**src/rtl/lut_mac_ctrl_module.sv**
```systemverilog
// Dot-product sequencer around the LUT multiplier: one operand pair per multiply, LEN pairs per result.
// Optional build macro LUT_MAC_SATURATE_EN clamps the accumulator on overflow instead of wrapping.
module lut_mac_ctrl_module #(
  parameter int LEN   = 8,
  parameter int ACC_W = 24
) (
  input  logic             clk,
  input  logic             rst,
  input  logic             in_valid,
  output logic             in_ready,
  input  logic [7:0]       in_a,
  input  logic [7:0]       in_b,
  output logic             mul_start,
  output logic [7:0]       mul_a,
  output logic [7:0]       mul_b,
  input  logic             mul_done,
  input  logic [15:0]      mul_product,
  output logic             out_valid,
  output logic [ACC_W-1:0] out_acc,
  output logic             out_overflow,
  output logic             busy
);

  localparam logic [1:0] S_IDLE = 2'd0;
  localparam logic [1:0] S_MUL  = 2'd1;
  localparam logic [1:0] S_ACC  = 2'd2;
  localparam logic [1:0] S_DONE = 2'd3;

  localparam int CNT_W = (LEN > 1) ? $clog2(LEN) : 1;
  localparam logic [CNT_W-1:0] CNT_LAST = CNT_W'(LEN - 1);

  logic [1:0]              state_q, state_d;
  logic                    mul_start_q, mul_start_d;
  logic [7:0]              mul_a_q, mul_a_d;
  logic [7:0]              mul_b_q, mul_b_d;
  logic signed [15:0]      prod_q, prod_d;
  logic signed [ACC_W-1:0] acc_q, acc_d;
  logic                    ovf_q, ovf_d;
  logic [CNT_W-1:0]        cnt_q, cnt_d;
  logic signed [ACC_W-1:0] out_acc_q, out_acc_d;
  logic                    out_ovf_q, out_ovf_d;
  logic                    out_valid_q, out_valid_d;

  logic signed [ACC_W-1:0] addend, sum, acc_next;
  logic                    ovf_add;

  // Signed overflow: operands share a sign that the wrapped sum does not.
  function automatic logic add_ovf(input logic signed [ACC_W-1:0] a,
                                   input logic signed [ACC_W-1:0] b,
                                   input logic signed [ACC_W-1:0] s);
    return (a[ACC_W-1] == b[ACC_W-1]) && (s[ACC_W-1] != a[ACC_W-1]);
  endfunction

`ifdef LUT_MAC_SATURATE_EN
  function automatic logic signed [ACC_W-1:0] sat_limit(input logic neg);
    return neg ? {1'b1, {(ACC_W-1){1'b0}}} : {1'b0, {(ACC_W-1){1'b1}}};
  endfunction
`endif

  assign addend  = ACC_W'(prod_q);
  assign sum     = acc_q + addend;
  assign ovf_add = add_ovf(acc_q, addend, sum);

  // On overflow both operands carry the true sum's sign.
`ifdef LUT_MAC_SATURATE_EN
  assign acc_next = ovf_add ? sat_limit(addend[ACC_W-1]) : sum;
`else
  assign acc_next = sum;
`endif

  always_comb begin
    state_d     = state_q;
    mul_start_d = mul_start_q;
    mul_a_d     = mul_a_q;
    mul_b_d     = mul_b_q;
    prod_d      = prod_q;
    acc_d       = acc_q;
    ovf_d       = ovf_q;
    cnt_d       = cnt_q;
    out_acc_d   = out_acc_q;
    out_ovf_d   = out_ovf_q;
    out_valid_d = 1'b0;
    case (state_q)
      S_IDLE: begin
        if (in_valid) begin
          mul_a_d     = in_a;
          mul_b_d     = in_b;
          mul_start_d = 1'b1;
          state_d     = S_MUL;
        end
      end
      S_MUL: begin
        if (mul_done) begin
          prod_d      = mul_product;
          mul_start_d = 1'b0;
          state_d     = S_ACC;
        end
      end
      S_ACC: begin
        acc_d = acc_next;
        ovf_d = ovf_q | ovf_add;
        cnt_d = cnt_q + 1'b1;
        if (cnt_q == CNT_LAST) begin
          out_acc_d   = acc_next;
          out_ovf_d   = ovf_q | ovf_add;
          acc_d       = '0;
          ovf_d       = 1'b0;
          cnt_d       = '0;
          out_valid_d = 1'b1;
          state_d     = S_DONE;
        end else begin
          state_d = S_IDLE;
        end
      end
      default: state_d = S_IDLE;
    endcase
  end

  always_ff @(posedge clk) begin
    if (rst) begin
      state_q     <= S_IDLE;
      mul_start_q <= 1'b0;
      mul_a_q     <= '0;
      mul_b_q     <= '0;
      acc_q       <= '0;
      ovf_q       <= 1'b0;
      cnt_q       <= '0;
      out_acc_q   <= '0;
      out_ovf_q   <= 1'b0;
      out_valid_q <= 1'b0;
    end else begin
      state_q     <= state_d;
      mul_start_q <= mul_start_d;
      mul_a_q     <= mul_a_d;
      mul_b_q     <= mul_b_d;
      acc_q       <= acc_d;
      ovf_q       <= ovf_d;
      cnt_q       <= cnt_d;
      out_acc_q   <= out_acc_d;
      out_ovf_q   <= out_ovf_d;
      out_valid_q <= out_valid_d;
    end
  end

  // Product capture is pure data and is only read after a fresh mul_done.
  always_ff @(posedge clk) begin
    prod_q <= prod_d;
  end

  assign in_ready     = (state_q == S_IDLE) && !rst;
  assign busy         = (state_q != S_IDLE);
  assign mul_start    = mul_start_q;
  assign mul_a        = mul_a_q;
  assign mul_b        = mul_b_q;
  assign out_valid    = out_valid_q;
  assign out_acc      = out_acc_q;
  assign out_overflow = out_ovf_q;

endmodule
```
**config.mk**
```make
export PLATFORM = sky130hd
export DESIGN_NAME = lut_mac_ctrl_module
export DESIGN_NICKNAME = d
export VERILOG_FILES = /design/src/rtl/lut_mac_ctrl_module.sv
export SDC_FILE = /design/constraint.sdc
export NUM_CORES = 1
export LEC_CHECK = 0
export CELL_PAD_IN_SITES_DETAIL_PLACEMENT = 0
export CELL_PAD_IN_SITES_GLOBAL_PLACEMENT = 2
export CORE_AREA = 8 8 143 105
export CTS_CLUSTER_SIZE = 20
export DETAILED_ROUTE_END_ITERATION = 16
export DIE_AREA = 0 0 151 113
export GPL_ROUTABILITY_DRIVEN = 0
export PLACE_DENSITY = 0.83
export SLEW_MARGIN = 15
export SYNTH_ARGS = -nofsm -noshare
export SYNTH_HDL_FRONTEND = slang
export SYNTH_SLANG_ARGS = --single-unit
```
**constraint.sdc**
```tcl
create_clock -name clk -period 2.92 [get_ports clk]
set_input_delay 0.292 -clock clk [delete_from_list [all_inputs] [get_ports clk]]
set_output_delay 0.292 -clock clk [all_outputs]
set_load 0.05 [all_outputs]
```
==> flow_summary.ini, run 1 <==
[synth]
async_reset_ff_share_pct = 0
synth_warnings = 0
synth-seq-cells = 89
synth.avg_cell_area_um2 = 9.98
synth_ff_type = dfxtp_1
seq_area_frac_synth_pct = 49.0
synth_edf_count = 16
synth_cell_types = 41
mappedNetlistArea_mm2 = 0.00396
synth_nets = 459
syn_inst = 397

[critical_path]
worstSetupPathType = register to register
reg2reg_from = prod_q[0]
end_kind = register
regToRegEndpoint = acc_q[20]
start_kind = register
crit_slowest_cell = edfxtp_1
crit_required_ns = 3.15
arrival_ns = 2.92
path_depth = 11
reg2reg_slack_ns = 0.23
critPathMostFrequentCell = o21a_1
rr_worst_depth = 11
path_cells = ha_1, fa_2, a21o_1, a21oi_2, o21a_1, o21a_1, nor3_1, or3_1, a21oi_1, xnor2_1, a22o_1
crit_family = compound AO/OA/AOI/OAI gates
cp_max_fo = 3
crit_end = acc_q[20]
critPathLaunch = prod_q[0]
slowest_delay_ns = 0.39
crit_buf_inv = 0

[finish]
fin_nets = 542
mostFrequentLayoutCells = clkdlybuf4s50_1 (79), dfxtp_1 (73), nand2_1 (58), a21oi_1 (39), a22o_1 (39)
diodes = 0
multi_input_area_mm2 = 0.00195
area_growth_pct = 33.4
n_fill_cell = 1258
final_common_cell = clkdlybuf4s50_1
design_area_mm2 = 0.00529
drive_gt1_share_pct = 7.63
register_area_mm2 = 0.00194
stdcell_count = 651

[placement]
dpl_cell_area_mm2 = 0.00498
dp_cells = 635
dp_slack_ns = 0.147
port_buffers = 80
hpwl_mm = 7.37

[routing]
antenna_left = 0
wl_per_cell_um = 15.4
highest_layer = met4
drtIter0Drc = 159
firstDrtPassIters = 4
totalWireLength_mm = 10.0
wl_met3_um = 558
via_count = 3138
met1_length_mm = 5.06
met2_length_mm = 4.20
drcViolationCount = 0
vias_per_cell = 4.82

[pwr]
power.internal_mw = 2.09
seq_power_share_pct = 47.0
p_sw_uw = 677
combPwrFrac_pct = 11.6
switching_share_pct = 24.5
ir_drop_uv = 260
finalPower_mw = 2.77
p_leak_nw = 2.16
p_per_area_mw_per_mm2 = 523
power_frac_clock_pct = 41.4

[global_routing]
grt-ovfl-total = 0
antenna_found_initial = 0
grt_pass1_vias = 3129
grt_pass1_wl_mm = 16.2
track_usage_pct = 11.9
grt_max_degree = 36

[timing]
period_needed_ns = 2.69
post-route-period-util_pct = 92.1
setup_viol = 0
rsz0062_at_grt = false
clock.fmax_mhz = 372
fin_tns_setup_ns = 0
fin_skew_ns = 0.00636
max_slew_margin_pct = 54.1
hold_viol = 0
worst_slack_ns = 0.231
slew_viol_final = 0
worst_pin_slew_ns = 0.689

[die]
dieArea_mm2 = 0.0171
rows = 35
core_mm2 = 0.0128
start_util_pct = 31.0
die_w_um = 151
die_y_um = 113
pin_count = 81

[cts]
cts.sinks = 89
cts_hold_buf = 0
insertion_delay_ns = 0.34
htree_levels = 3
clockBufferDepth = 2
cts_tree = built
clk_pin_slew_ns = 0.06
root_buffer = clkbuf_16
cts_inserted_buffers = 9

[outcome]
status = finished, final reports clean

[hold_path]
hold_path_class = register to register

[run]
max-cap-violations = 0
==> area by class of cell <==
class                   instances  share of cell area (%)
multi-input cells             286                    36.9
flip-flops and latches         89                    36.7
repair buffers                 89                    16.4
clock buffers                  13                    5.33
well taps                     166                    3.93
clock inverters                 3                   0.379
inverters                       5                   0.355
==> kinds of logic after synthesis <==
logic type               after synthesis  synth area share [%]
AND/OR/NAND/NOR                      104                  11.5
multiplexers                           2                 0.505
AO/OA/AOI/OAI                        132                  23.6
adder cells (fa/ha/maj)               26                  8.40
buffers and inverters                 22                  2.11
XOR/XNOR                              22                  4.86
flip-flops                            89                  49.0
==> power groups by stage <==
stage	registers [mW]	clock network, mW	logic [mW]
after floorplan	1.38	0	0.146
after global placement	1.33	0	0.320
after detailed placement	1.33	0	0.322
after CTS	1.30	1.18	0.324
after global routing	1.30	1.22	0.349
final	1.30	1.15	0.320
==> flip-flops by register name (all words and copies together), names as in the netlist <==
signal	count
cnt_q	3
ovf_q	1
acc_q	24
out_valid	1
state_q	2
mul_b	8
mul_start	1
out_acc	24
out_overflow	1
prod_q	16
mul_a	8
==> layer usage <==
| layer | up-vias | track usage, % |
|---|---|---|
| li1 | 1606 | - |
| met1 | 1460 | 16.2 |
| met2 | 60 | 17.2 |
| met3 | 12 | 3.71 |
| met4 | 0 | 4.73 |
| met5 | - | 0 |
==> metrics by stage <==
stage	hold WS, ns	util, %
after global routing	0.473	41.3
after detailed placement	0.445	38.9
final	0.449	41.3
after floorplan	0.391	-
after global placement	0.429	38.9
after CTS	0.454	41.3
==> tightest hold or removal path, delay by kind of cell (launching register included) <==
kind          cells  cell delay [ns]
flops             1             0.32
simple gates      2             0.09
==> Yosys cell counts, drive strengths merged, types with 2 or more instances <==
| master | count | share of area (%) |
|---|---|---|
| nor2 | 21 | 2.0 |
| o21ai | 9 | 1.1 |
| clkbuf | 17 | 1.6 |
| or2 | 2 | 0.32 |
| ha | 25 | 7.9 |
| a21boi | 3 | 0.57 |
| a21oi | 44 | 5.8 |
| o2111ai | 2 | 0.60 |
| o21a | 5 | 0.95 |
| inv | 5 | 0.47 |
| a31oi | 2 | 0.32 |
| and2 | 4 | 0.63 |
| a22o | 39 | 8.6 |
| nor3 | 6 | 0.76 |
| xnor2 | 16 | 3.5 |
| and3 | 2 | 0.32 |
| mux2i | 2 | 0.51 |
| dfxtp | 73 | 37 |
| nand3b | 3 | 0.57 |
| a211oi | 2 | 0.38 |
| nand2 | 58 | 5.5 |
| nor2b | 2 | 0.32 |
| edfxtp | 16 | 12 |
| nand4 | 2 | 0.32 |
| a21o | 13 | 2.5 |
| a22oi | 7 | 1.3 |
| o21bai | 3 | 0.57 |
| xor2 | 6 | 1.3 |
==> how the worst min path moves through the flow <==
stage          cells after the start           end            from  slack [ns]
3_3_place_gp                       2  out_overflow    out_overflow        0.43
2_1_floorplan                      0     prod_q[0]  mul_product[0]        0.39
3_5_place_dp                       2  out_overflow    out_overflow        0.45
4_1_cts                            2  out_overflow    out_overflow        0.45
5_1_grt                            2      mul_b[1]        mul_b[1]        0.47
6_report                           2  out_overflow    out_overflow        0.45
==> timing repair <==
action                                  4_1_cts  5_1_grt
gates resized for setup                       0        2
endpoints found under the setup margin        0        2
setup buffers                                 0        0
(Power assumes the default switching activity.)
==> run 2: changes to the inputs <==
--- a/config.mk
+++ b/config.mk
@@ -5,14 +5,15 @@
 export SDC_FILE = /design/constraint.sdc
 export NUM_CORES = 1
 export LEC_CHECK = 0
+export ABC_AREA = 1
 export CELL_PAD_IN_SITES_DETAIL_PLACEMENT = 0
 export CELL_PAD_IN_SITES_GLOBAL_PLACEMENT = 2
-export CORE_AREA = 8 8 143 105
+export CORE_AREA = 8 8 160 117
 export CTS_CLUSTER_SIZE = 20
 export DETAILED_ROUTE_END_ITERATION = 16
-export DIE_AREA = 0 0 151 113
+export DIE_AREA = 0 0 168 125
 export GPL_ROUTABILITY_DRIVEN = 0
-export PLACE_DENSITY = 0.83
+export PLACE_DENSITY = 0.84
 export SLEW_MARGIN = 15
 export SYNTH_ARGS = -nofsm -noshare
 export SYNTH_HDL_FRONTEND = slang
==> run 2 against run 1 <==
Compared with the run above: clock power shrank 6%; first-iteration DRC count is 3.1% higher; clock skew is 0.0016 ns higher; via count increased by 38%; die area grew 23%; power rose by 1.9%; setup slack improved by 0.46 ns; global-route usage up 1.7 points; critical path type unchanged; largest power group unchanged.
==> flow_summary.ini, run 2 <==
[outcome]
status = finished, final reports clean

[pwr]
finalPower_mw = 2.82
seq_power_share_pct = 46.7
combPwrFrac_pct = 15.2
power.internal_mw = 2.03
p_sw_uw = 794
power_frac_clock_pct = 38.2
switching_share_pct = 28.2
ir_drop_uv = 247
p_leak_nw = 2.77
p_per_area_mw_per_mm2 = 467

[global_routing]
grt-ovfl-total = 0
antenna_found_initial = 0
grt_pass1_vias = 4541
track_usage_pct = 13.6
grt_pass1_wl_mm = 23.0
grt_max_degree = 32

[cts]
cts_tree = built
cts_resized = 0
insertion_delay_ns = 0.35
cts_inserted_buffers = 9
root_buffer = clkbuf_16
clockBufferDepth = 2
cts.sinks = 89
cts_hold_buf = 0
htree_levels = 3
clk_pin_slew_ns = 0.06
post-cts-setup-buffers = 0

[synth]
synth_edf_count = 16
ys_top_cells_by_count = nand2_1 (221), inv_1 (81), dfxtp_1 (73)
synth_nets = 730
synth_warnings = 0
async_reset_ff_share_pct = 0
seq_area_frac_synth_pct = 41.0
synth-seq-cells = 89
synth_cell_types = 34
synth.avg_cell_area_um2 = 7.09
syn_inst = 668
synth_top_area_cell = dfxtp_1
mappedNetlistArea_mm2 = 0.00474
synth_ff_type = dfxtp_1
yosysMostFrequentCell = nand2_1
yosys-top-cells-area = dfxtp_1 (31%), nand2_1 (18%), edfxtp_1 (10%)
synth_top_cell_area_share_pct = 30.8

[placement]
port_buffers = 80
dpl_cell_area_mm2 = 0.00576
dp_slack_ns = 0.716
hpwl_mm = 10.3

[die]
rows = 40
dieArea_mm2 = 0.0210
start_util_pct = 28.8
die_y_um = 125
pin_count = 81
core_mm2 = 0.0165
die_w_um = 168

[critical_path]
critPathMostFrequentCell = nand2_1
start_kind = register
reg2reg_from = prod_q[0]
cp_max_fo = 4
crit_required_ns = 3.14
arrival_ns = 2.44
crit_end = acc_q[12]
reg2reg_slack_ns = 0.69
crit_slowest_cell = fa_1
critPathLaunch = prod_q[0]
slowest_delay_ns = 0.44
rr_worst_depth = 11
regToRegEndpoint = acc_q[12]
worstSetupPathType = register to register
end_kind = register
path_cells = ha_1, fa_1, nand3_1, nand3_2, nand2_1, nand2_1, nand2_1, nand2_1, or2_1, nand3_1, a21oi_1

[routing]
wl_per_cell_um = 14.2
drtIter0Drc = 164
firstDrtPassIters = 4
drcViolationCount = 0
totalWireLength_mm = 13.7
vias_per_cell = 4.51
antenna_left = 0
via_count = 4343

[timing]
rsz0062_at_grt = false
worst_pin_slew_ns = 0.546
fin_skew_ns = 0.00796
period_needed_ns = 2.23
setup_viol = 0
clock.fmax_mhz = 449
post-route-period-util_pct = 76.3
worst_slack_ns = 0.692
fin_tns_setup_ns = 0
hold_viol = 0
max_slew_margin_pct = 63.5
slew_viol_final = 0

[run]
max-cap-violations = 0

[finish]
diodes = 0
drive_gt1_share_pct = 6.10
fin_nets = 811
final_common_cell = nand2_1
n_fill_cell = 1707
area_growth_pct = 27.3
mostFrequentLayoutCells = nand2_1 (221), inv_1 (81), clkdlybuf4s50_1 (79), dfxtp_1 (73), nor2_1 (66)
design_area_mm2 = 0.00603

[hold_path]
hold_path_class = register to register
-- run 2: changes by cell type in the layout (fill, tap and decap cells not counted), moves of 6 or more --
cell	delta
a22oi_1	-7
o21ai_0	+18
a22o_1	-33
xnor2_1	-13
nand2_2	+6
nor3_1	-6
a21o_1	-13
nand2_1	+163
inv_1	+76
nor2_1	+46
nand3_1	+43
-- run 2: cells by family after synthesis --
logic type / share of synthesized area [%]
AO/OA/AOI/OAI: 8.37
XOR/XNOR: 1.66
adder cells (fa/ha/maj): 7.02
buffers and inverters: 8.56
flip-flops: 41.0
AND/OR/NAND/NOR: 33.4
-- run 2: critical path, delay by kind of cell, from the launching register on --
family / cells / cell delay [ns]
and+or+nand+nor: 8 / 0.97
adders and majority gates: 2 / 0.69
DFF: 1 / 0.37
AOI/OAI and AO/OA: 1 / 0.06
-- run 2: power groups by stage --
stage / Combinational [mW] / Sequential [mW] / Clock, mW
after floorplan: 0.199 / 1.41 / 0
after global placement: 0.427 / 1.34 / 0
after detailed placement: 0.430 / 1.34 / 0
after CTS: 0.433 / 1.32 / 1.13
after global routing: 0.472 / 1.32 / 1.17
final: 0.427 / 1.32 / 1.08
-- run 2: worst min path at each step --
stage	from	endpoint	slack [ns]	cells past startpoint
floorplan	mul_product[0]	prod_q[0]	0.39	0
global placement	out_acc[14]	out_acc[14]	0.44	2
detailed placement	out_acc[16]	out_acc[16]	0.44	2
CTS	out_acc[23]	out_acc[23]	0.46	2
global route	out_acc[14]	out_acc[14]	0.47	2
finish	out_acc[16]	out_acc[16]	0.45	2
-- run 2: stage by stage --
stage          util, %  hold slack (ns)  std cells
6_report          36.6            0.451        964
5_1_grt           36.6            0.473        964
4_1_cts           36.6            0.455        964
3_5_place_dp      35.0            0.444        948
3_3_place_gp      35.0            0.438        948
2_1_floorplan        -            0.391        668
-- run 2: metal layers --
layer | share of wire (%) | up-vias | global-route usage [%]
met1 | 51 | 1922 | 18.4
li1 | - | 2277 | -
met3 | 9.2 | 17 | 5.60
met5 | 0 | - | 0
met2 | 38 | 127 | 19.5
met4 | 1.3 | 0 | 3.72
-- run 2: layout make-up --
class                      count  area (um2)  share of cell area [%]
inverter                      85         319                    5.29
clock buffer                  10         229                    3.80
clock inverter                 6        40.0                   0.664
tap                          210         263                    4.36
sequential                    89        1940                    32.2
multi-input combinational    478        2390                    39.7
timing repair buffer          86         843                    14.0
==> run 3: changes to the inputs <==
==> constraint.sdc (replaced) <==
create_clock -name clk -period 2.1 [get_ports clk]
set_input_delay 0.21 -clock clk [delete_from_list [all_inputs] [get_ports clk]]
set_output_delay 0.21 -clock clk [all_outputs]
set_load 0.05 [all_outputs]
==> run 3 against run 2 <==
Compared with the run above: first-iteration DRC count increased by 34%; power increased by 45%; hold slack got worse by 0.046 ns; largest power group unchanged.
==> flow_summary.ini, run 3 (synthesis gave the netlist of run 2 again) <==
[outcome]
status = finished, final reports clean

[timing]
clock.fmax_mhz = 505
hold_viol = 0
fin_skew_ns = 0.0106
post-route-period-util_pct = 94.3
period_needed_ns = 1.98
fin_tns_setup_ns = 0
worst_pin_slew_ns = 0.544
max_slew_margin_pct = 63.6
rsz0062_at_grt = true
slew_viol_final = 0
setup_viol = 0

[finish]
fin_nets = 827
multi_input_area_mm2 = 0.00246
design_area_mm2 = 0.00625
area_growth_pct = 31.8
diodes = 0
fin_util_pct = 37.9
register_area_mm2 = 0.00194
drive_gt1_share_pct = 10.6
final_common_cell = nand2_1
mostFrequentLayoutCells = nand2_1 (217), inv_1 (81), clkdlybuf4s50_1 (79), dfxtp_1 (73), nor2_1 (64)
n_fill_cell = 1736
stdcell_count = 980

[cts]
htree_levels = 3
cts_hold_buf = 0
cts_tree = built
cts.sinks = 89
clk_pin_slew_ns = 0.07
clockBufferDepth = 2
insertion_delay_ns = 0.36
root_buffer = clkbuf_16
cts_inserted_buffers = 9

[placement]
hpwl_mm = 10.9
port_buffers = 80
dpl_cell_area_mm2 = 0.00586
dp_cells = 960

[die]
rows = 40
core_mm2 = 0.0165
dieArea_mm2 = 0.0210
pin_count = 81
die_w_um = 168
start_util_pct = 28.8
die_y_um = 125

[routing]
met2_length_mm = 5.73
totalWireLength_mm = 14.2
wl_met3_mm = 1.16
vias_per_cell = 4.50
highest_layer = met4
antenna_left = 0
via_count = 4406
drcViolationCount = 0
firstDrtPassIters = 4
wl_per_cell_um = 14.5
drtIter0Drc = 219
met1_length_mm = 7.20

[critical_path]
cp_max_fo = 4
crit_slowest_cell = clkdlybuf4s50_1
end_kind = output port
arrival_ns = 1.77
path_cells = nor2_1, inv_1, clkdlybuf4s50_1
worstSetupPathType = register to output port
start_kind = register
slowest_delay_ns = 0.85
crit_buf_inv = 2
crit_required_ns = 1.89
crit_family = buffers and inverters

[global_routing]
grt_max_degree = 25
track_usage_pct = 13.7
antenna_found_initial = 0
grt_pass1_vias = 4467
grt_pass1_wl_mm = 23.0
grt-ovfl-total = 0

[pwr]
p_sw_mw = 1.16
finalPower_mw = 4.08
power.internal_mw = 2.92
ir_drop_uv = 366
p_per_area_mw_per_mm2 = 654
power_frac_clock_pct = 39.7
combPwrFrac_pct = 15.6
seq_power_share_pct = 44.7
switching_share_pct = 28.4
p_leak_nw = 2.85

[run]
max-cap-violations = 0

[hold_path]
hold_path_class = input pin to register
run 3: changes by cell type in the layout (fill, tap and decap cells not counted), moves of 4 or more:
cell / before / now
buf_4: 7 / 21
ha_1: 25 / 17
ha_2: 0 / 8
nand2_1: 221 / 217
nand2_2: 6 / 10
run 3: stage by stage:
step	hold WS, ns	setup WS (ns)
2_1_floorplan	0.309	0.216
3_3_place_gp	0.439	0.0680
3_5_place_dp	0.444	-0.0186
4_1_cts	0.398	0.0232
5_1_grt	0.400	-0.0254
6_report	0.405	0.119
run 3: power by group through the flow:
stage | clock network, mW | logic [mW] | registers [mW]
after floorplan | 0 | 0.277 | 1.96
after detailed placement | 0 | 0.623 | 1.87
after global placement | 0 | 0.619 | 1.86
after global routing | 1.74 | 0.696 | 1.83
final | 1.62 | 0.635 | 1.83
after CTS | 1.67 | 0.628 | 1.83
run 3: area by class of cell:
type	instances	area share, %
inverter	85	5.11
clock inverter	6	0.701
tap	210	4.21
sequential	89	31.1
clock buffer	10	4.01
multi-input combinational	478	39.3
timing repair buffer	102	15.6
run 3: worst paths after layout:
check / to / startpoint / depth (start not counted) / slack (ns)
hold reg to reg: out_acc[16] / out_acc[16] / 2 / 0.45
hold / removal: prod_q[11] / mul_product[11] / 1 / 0.40
setup reg to reg: acc_q[10] / prod_q[0] / 9 / 0.14
setup / recovery: busy / state_q[1] / 3 / 0.12
run 3: routing by layer:
layer / vias up / track usage, %
met4: 0 / 3.35
met2: 108 / 19.7
met1: 1973 / 18.7
met3: 10 / 5.56
met5: - / 0
li1: 2315 / -
run 3: worst register-to-register path, delay by kind of cell (launching register included):
kind / cells / cell delay [ns]
flip-flops: 1 / 0.38
adder cells (fa/ha/maj): 2 / 0.58
AND/OR/NAND/NOR: 6 / 0.82
AO/OA/AOI/OAI: 1 / 0.06
run 3: repair_timing:
item	CTS	global route
pin swaps	0	2
buffers inserted	0	4
setup endpoints to repair	5	24
gates resized for setup	2	18
